<file path="src/rtl/key_debounce_pkg.sv">
// Shared definitions for the push-button debouncer: per-channel state
// encoding and the released (idle) raw key level.
package key_debounce_pkg;

    typedef enum logic [1:0] {
        RELEASED = 2'd0,
        HELD     = 2'd1,
        REPEAT   = 2'd2
    } key_state_e;

    // Raw keys are active-low, so an idle key reads as 1.
    localparam logic KEY_RELEASED_LVL = 1'b1;

endpackage

</file>
<file path="src/rtl/key_debounce_channel.sv">
// One push-button channel: two-flop synchroniser, per-key stability
// counter and registered level/press/release outputs.
// Optional auto-repeat FSM is built when KEY_DEBOUNCE_REPEAT_EN is defined.
module key_debounce_channel
    import key_debounce_pkg::*;
#(
    parameter int DEBOUNCE_CYCLES      = 500000,
    parameter int REPEAT_DELAY_CYCLES  = 25000000,
    parameter int REPEAT_PERIOD_CYCLES = 5000000
) (
    input  logic clk,
    input  logic rst,
    input  logic key,
    output logic level,
    output logic press_pulse,
    output logic release_pulse
);

    localparam int CNT_W = $clog2(DEBOUNCE_CYCLES);
    localparam logic [CNT_W-1:0] CNT_LAST = CNT_W'(DEBOUNCE_CYCLES - 1);

    logic             sync1;
    logic             sync2;
    logic             stable;
    logic [CNT_W-1:0] cnt;
    logic             accept;
    logic             press_evt;
    logic             release_evt;
    logic             press_nxt;
    logic             release_nxt;

    // Bring the asynchronous raw key into the clock domain.
    always_ff @(posedge clk or posedge rst) begin
        if (rst) begin
            sync1 <= KEY_RELEASED_LVL;
            sync2 <= KEY_RELEASED_LVL;
        end else begin
            sync1 <= key;
            sync2 <= sync1;
        end
    end

    // A level change is accepted on the last cycle of an unbroken run.
    assign accept      = (sync2 != stable) && (cnt == CNT_LAST);
    assign press_evt   = accept && (stable == KEY_RELEASED_LVL);
    assign release_evt = accept && (stable != KEY_RELEASED_LVL);

    // Count consecutive disagreeing samples; any agreement restarts from zero.
    always_ff @(posedge clk or posedge rst) begin
        if (rst) begin
            stable <= KEY_RELEASED_LVL;
            cnt    <= '0;
        end else if (sync2 == stable) begin
            cnt <= '0;
        end else if (accept) begin
            stable <= ~stable;
            cnt    <= '0;
        end else begin
            cnt <= cnt + CNT_W'(1);
        end
    end

    assign level = ~stable;

`ifdef KEY_DEBOUNCE_REPEAT_EN
    localparam int RPT_MAX = (REPEAT_DELAY_CYCLES > REPEAT_PERIOD_CYCLES) ?
                             REPEAT_DELAY_CYCLES : REPEAT_PERIOD_CYCLES;
    localparam int RPT_W = (RPT_MAX > 2) ? $clog2(RPT_MAX) : 1;
    localparam logic [RPT_W-1:0] DELAY_LAST  = RPT_W'(REPEAT_DELAY_CYCLES - 1);
    localparam logic [RPT_W-1:0] PERIOD_LAST = RPT_W'(REPEAT_PERIOD_CYCLES - 1);

    key_state_e       state;
    key_state_e       state_nxt;
    logic [RPT_W-1:0] rpt_cnt;
    logic [RPT_W-1:0] rpt_cnt_nxt;

    // Repeat FSM state and timer registers.
    always_ff @(posedge clk or posedge rst) begin
        if (rst) begin
            state   <= RELEASED;
            rpt_cnt <= '0;
        end else begin
            state   <= state_nxt;
            rpt_cnt <= rpt_cnt_nxt;
        end
    end

    // Next state and pulse requests; a release wins over a coincident repeat tick.
    always_comb begin
        state_nxt   = state;
        rpt_cnt_nxt = rpt_cnt;
        press_nxt   = 1'b0;
        release_nxt = 1'b0;
        unique case (state)
            RELEASED: begin
                if (press_evt) begin
                    state_nxt   = HELD;
                    rpt_cnt_nxt = '0;
                    press_nxt   = 1'b1;
                end
            end
            HELD: begin
                if (release_evt) begin
                    state_nxt   = RELEASED;
                    rpt_cnt_nxt = '0;
                    release_nxt = 1'b1;
                end else if (rpt_cnt == DELAY_LAST) begin
                    state_nxt   = REPEAT;
                    rpt_cnt_nxt = '0;
                    press_nxt   = 1'b1;
                end else begin
                    rpt_cnt_nxt = rpt_cnt + RPT_W'(1);
                end
            end
            REPEAT: begin
                if (release_evt) begin
                    state_nxt   = RELEASED;
                    rpt_cnt_nxt = '0;
                    release_nxt = 1'b1;
                end else if (rpt_cnt == PERIOD_LAST) begin
                    rpt_cnt_nxt = '0;
                    press_nxt   = 1'b1;
                end else begin
                    rpt_cnt_nxt = rpt_cnt + RPT_W'(1);
                end
            end
            default: begin
                state_nxt   = RELEASED;
                rpt_cnt_nxt = '0;
            end
        endcase
    end
`else
    // Without repeat, pulses follow the accepted edges of the stable level.
    assign press_nxt   = press_evt;
    assign release_nxt = release_evt;
`endif

    // Registered one-cycle pulses, aligned with the update of the stable level.
    always_ff @(posedge clk or posedge rst) begin
        if (rst) begin
            press_pulse   <= 1'b0;
            release_pulse <= 1'b0;
        end else begin
            press_pulse   <= press_nxt;
            release_pulse <= release_nxt;
        end
    end

endmodule

</file>
<file path="src/rtl/key_debouncer.sv">
// Push-button front end: KEYS independent debounced channels producing
// active-high level, press and release outputs from active-low raw keys.
// Auto-repeat is included when KEY_DEBOUNCE_REPEAT_EN is defined.
module key_debouncer
    import key_debounce_pkg::*;
#(
    parameter int KEYS                 = 2,
    parameter int DEBOUNCE_CYCLES      = 500000,
    parameter int REPEAT_DELAY_CYCLES  = 25000000,
    parameter int REPEAT_PERIOD_CYCLES = 5000000
) (
    input  logic            clk100_i,
    input  logic            rst_i,
    input  logic [KEYS-1:0] key_i,
    output logic [KEYS-1:0] key_level_o,
    output logic [KEYS-1:0] key_press_o,
    output logic [KEYS-1:0] key_release_o
);

    for (genvar i = 0; i < KEYS; i++) begin : g_key
        key_debounce_channel #(
            .DEBOUNCE_CYCLES      (DEBOUNCE_CYCLES),
            .REPEAT_DELAY_CYCLES  (REPEAT_DELAY_CYCLES),
            .REPEAT_PERIOD_CYCLES (REPEAT_PERIOD_CYCLES)
        ) u_chan (
            .clk           (clk100_i),
            .rst           (rst_i),
            .key           (key_i[i]),
            .level         (key_level_o[i]),
            .press_pulse   (key_press_o[i]),
            .release_pulse (key_release_o[i])
        );
    end

endmodule

</file>
<file path="config.mk">
export PLATFORM = sky130hd
export DESIGN_NAME = key_debouncer
export DESIGN_NICKNAME = d
export VERILOG_FILES = /design/src/rtl/key_debounce_pkg.sv /design/src/rtl/key_debounce_channel.sv /design/src/rtl/key_debouncer.sv
export SDC_FILE = /design/constraint.sdc
export NUM_CORES = 1
export LEC_CHECK = 0
export CAP_MARGIN = 20
export CORE_MARGIN = 2
export CORE_UTILIZATION = 50
export DETAILED_ROUTE_END_ITERATION = 8
export PLACE_DENSITY = 0.65
export SETUP_SLACK_MARGIN = 0.2
export SYNTH_ARGS = -nofsm -noshare
export SYNTH_HDL_FRONTEND = slang
export SYNTH_SLANG_ARGS = --single-unit
</file>
<file path="constraint.sdc">
create_clock -name clk100_i -period 2.35 [get_ports clk100_i]
set_input_delay 0.235 -clock clk100_i [delete_from_list [all_inputs] [get_ports clk100_i]]
set_output_delay 0.235 -clock clk100_i [all_outputs]
set_load 0.02 [all_outputs]
</file>
==> flow_metrics.env <==
export IMPL_status="complete, no violations"
export IMPL_ys_flop_type="dfrtp_1"
export IMPL_syn_inst=226
export IMPL_r2r_end="g_key[0].u_chan.cnt[15]"
export IMPL_ys_types=37
export IMPL_powerDensity_nw_per_um2=602.3
export IMPL_cts_root_buf="clkbuf_8"
export IMPL_antenna_found_initial=0
export IMPL_drive_above_1_share_pct=12.50
export IMPL_multi_input_area_um2=987.2
export IMPL_layout_nets=245
export IMPL_num_rows=24
export IMPL_grt_setup_unrepaired="false"
export IMPL_swShare_pct=20.32
export IMPL_fin_total_pwr_uw=1556
export IMPL_synth_top_area_share_pct=45.50
export IMPL_worst_path_max_delay_cell="or4_1"
export IMPL_placed_cell_area_um2=2430
export IMPL_syn_area_per_cell_um2=10.22
export IMPL_synth_most_common_cell="nor2_1"
export IMPL_synth_cell_area_um2=2310
export IMPL_cp_arrival_ns=2.21
export IMPL_period_needed_ns=2.017
export IMPL_worstSetupStartpointType="register"
export IMPL_routed_wl_mm=3.898
export IMPL_cts_tree="built"
export IMPL_reg2reg_from="g_key[0].u_chan.cnt[0]"
export IMPL_synth_seq_cells=48
export IMPL_cts_max_level=2
export IMPL_cpPeakStageDelay_ns=0.63
export IMPL_clock_path_buffers=2
export IMPL_ant_nets=0
export IMPL_power_frac_comb_pct=4.0
export IMPL_final_area_um2=2584
export IMPL_end_kind="register"
export IMPL_ys_warn_count=0
export IMPL_seq_area_um2=1209
export IMPL_seqPwrFrac_pct=54.7
export IMPL_grt_max_degree=22
export IMPL_grt_pass1_wl_mm=6.824
export IMPL_p_switching_uw=316.3
export IMPL_drt_iter0_drc=80
export IMPL_holdWs_ns=0.1815
export IMPL_internal_power_uw=1240
export IMPL_cp_startpoint="g_key[0].u_chan.cnt[0]"
export IMPL_syn_nets=232
export IMPL_track_usage_pct=16.95
export IMPL_portBuffers=9
export IMPL_dieArea_um2=5179
export IMPL_clk_insertion_delay_late_ns=0.30
export IMPL_fin_util_pct=58.53
export IMPL_die_h_um=71.97
export IMPL_max_freq_ghz=0.4959
export IMPL_die_w_um=71.97
export IMPL_worst_pin_slew_ns=0.5781
export IMPL_min_period_over_period_pct=85.82
export IMPL_crit_fanout=7
export IMPL_worst_ep_required_time_ns=2.54
export IMPL_synth_largest_area_cell="dfrtp_1"
export IMPL_fin_setup_tns_ns=0
export IMPL_drc_errors=0
export IMPL_crit_type="reg2reg"
export IMPL_synth_common_cells="43 x nor2_1, 42 x dfrtp_1, 26 x xnor2_1"
export IMPL_reg2reg_depth=6
export IMPL_ioPinCount=10
export IMPL_setup_viol=0
export IMPL_cts_sinks=48
export IMPL_synth_top_cells_by_area="dfrtp_1 46%, xnor2_1 9.9%, nor2_1 7.0%, dfstp_2 6.8%, nand4_1 3.0%"
export IMPL_maxSlewHeadroom_pct=61.18
export IMPL_routed_via_density=5.486
export IMPL_cap_violations=0
export IMPL_yosysSeqAreaShare_pct=52.33
export IMPL_r2r_setup_slack_ns=0.33
export IMPL_slew_viol_final=0
export IMPL_ir_worst_vdd_mv=0.2727
export IMPL_nFillCells=369
export IMPL_grt_overflow_total=0
export IMPL_syn_to_final_growth_pct=11.86
export IMPL_start_util_pct=52.32
export IMPL_synthArstFlopShare_pct=100.0
export IMPL_cp_cell_sequence="ha_1 > nand4_4 > or4_1 > o21bai_4 > buf_4 > nor2_1"
export IMPL_cellLeakagePower_uw=0.001005
export IMPL_grt_pass1_vias=1438
export IMPL_pwr_share_clk_pct=41.3
export IMPL_cts_buffers=5
export IMPL_clkTransAtPathRegs_ns=0.09
export IMPL_critical_path_endpoint="g_key[0].u_chan.cnt[15]"
export IMPL_clock_skew_ns=0.007526
export IMPL_coreArea_um2=4414
export IMPL_place_gp_congestion=0.7674
export IMPL_hp_class="in2async"
export IMPL_avgRoutedWirePerCell_um=13.35
export IMPL_ctsResizeCount=0
export IMPL_dr_pass1_iters=4
export IMPL_synth_edf_count=0
export IMPL_hold_viol_final=0
export IMPL_vias=1602
export IMPL_dp_hpwl_mm=2.666
export IMPL_antenna_cells=0
timing repair:
item,CTS,global route
setup endpoints to repair,10,17
setup buffers,0,2
pin swaps,1,1
hold buffers,0,0
area by class of cell:
type	count	share of cell area (%)
clock inverters	1	1.162
repair buffers	15	5.714
inverters	13	1.889
clock buffers	7	3.729
multi-input cells	156	38.21
well taps	52	2.518
flip-flops and latches	48	46.78
cells by family after synthesis:
| kind of cell | after synthesis | synth area share, % |
|---|---|---|
| AOI/OAI and AO/OA | 12 | 4.009 |
| xor gates and xnor gates | 33 | 12.51 |
| adders and majority gates | 2 | 1.083 |
| buffers and inverters | 22 | 4.929 |
| DFF | 48 | 52.33 |
| muxes | 1 | 0.4334 |
| and+or+nand+nor | 108 | 24.70 |
placed cells by master (no fill, tap or decap), drive strengths merged, types with 2 or more instances in the layout:
cell           synthesis  final
and4                   2      2
nand4                 12     12
inv                   13     13
dfstp                  6      6
ha                     2      2
nor3                   8      8
dfrtp                 42     42
nor4                  11     11
xor2                   7      7
o21ai                  2      2
buf                    8      6
clkdlybuf4s50          0      9
and3                   2      2
nor4b                  2      2
clkbuf                 1      7
nand2                  8      8
or3                    3      3
a21oi                  4      4
nor4bb                 2      2
xnor2                 26     26
nand3                 12     12
nor2                  43     43
o21bai                 2      2
or4                    2      2
metrics by stage:
step           instances  worst slack, ns
2_1_floorplan        226           0.4353
3_3_place_gp         282           0.2654
3_5_place_dp         282           0.2109
4_1_cts              290           0.2181
5_1_grt              292           0.2088
6_report             292           0.3333
critical path: cells and delay by family, from the launching register on:
kind	cells	cell delay (ns)
and+or+nand+nor	3	0.84
buffers and inverters	1	0.17
adders and majority gates	1	0.26
DFF	1	0.41
AOI/OAI and AO/OA	1	0.22
worst min-delay path by stage:
stage                                      from                     end  depth (start not counted)
after floorplan                        key_i[0]   g_key[0].u_chan.sync1                          0
after global placement    g_key[0].u_chan.sync1   g_key[0].u_chan.sync2                          0
after detailed placement  g_key[1].u_chan.sync1   g_key[1].u_chan.sync2                          0
after CTS                                 rst_i  g_key[0].u_chan.cnt[7]                          2
after global routing                      rst_i  g_key[0].u_chan.cnt[7]                          2
final                                     rst_i  g_key[0].u_chan.cnt[4]                          2
power by group through the flow:
stage / Combinational (uW) / Sequential (uW) / Clock [uW]
floorplan: 39.8 / 865 / 0
global placement: 59.1 / 866 / 0
detailed placement: 58.4 / 867 / 0
CTS: 59.2 / 851 / 665
global route: 70.9 / 854 / 696
finish: 62.2 / 851 / 643
layer usage:
layer	vias up	global-route usage, %	part of all wire (%)
li1	801	-	-
met4	0	6.289	1.5
met2	28	23.25	40
met1	767	25.69	54
met5	-	0	0
met3	6	4.583	4.7
flip-flops by register name (all words and copies together) (netlist names):
name                        cells
g_key.u_chan.press_pulse        2
g_key.u_chan.cnt               38
g_key.u_chan.stable             2
g_key.u_chan.release_pulse      2
g_key.u_chan.sync2              2
g_key.u_chan.sync1              2
No activity file was read; power rests on OpenSTA's default activity.
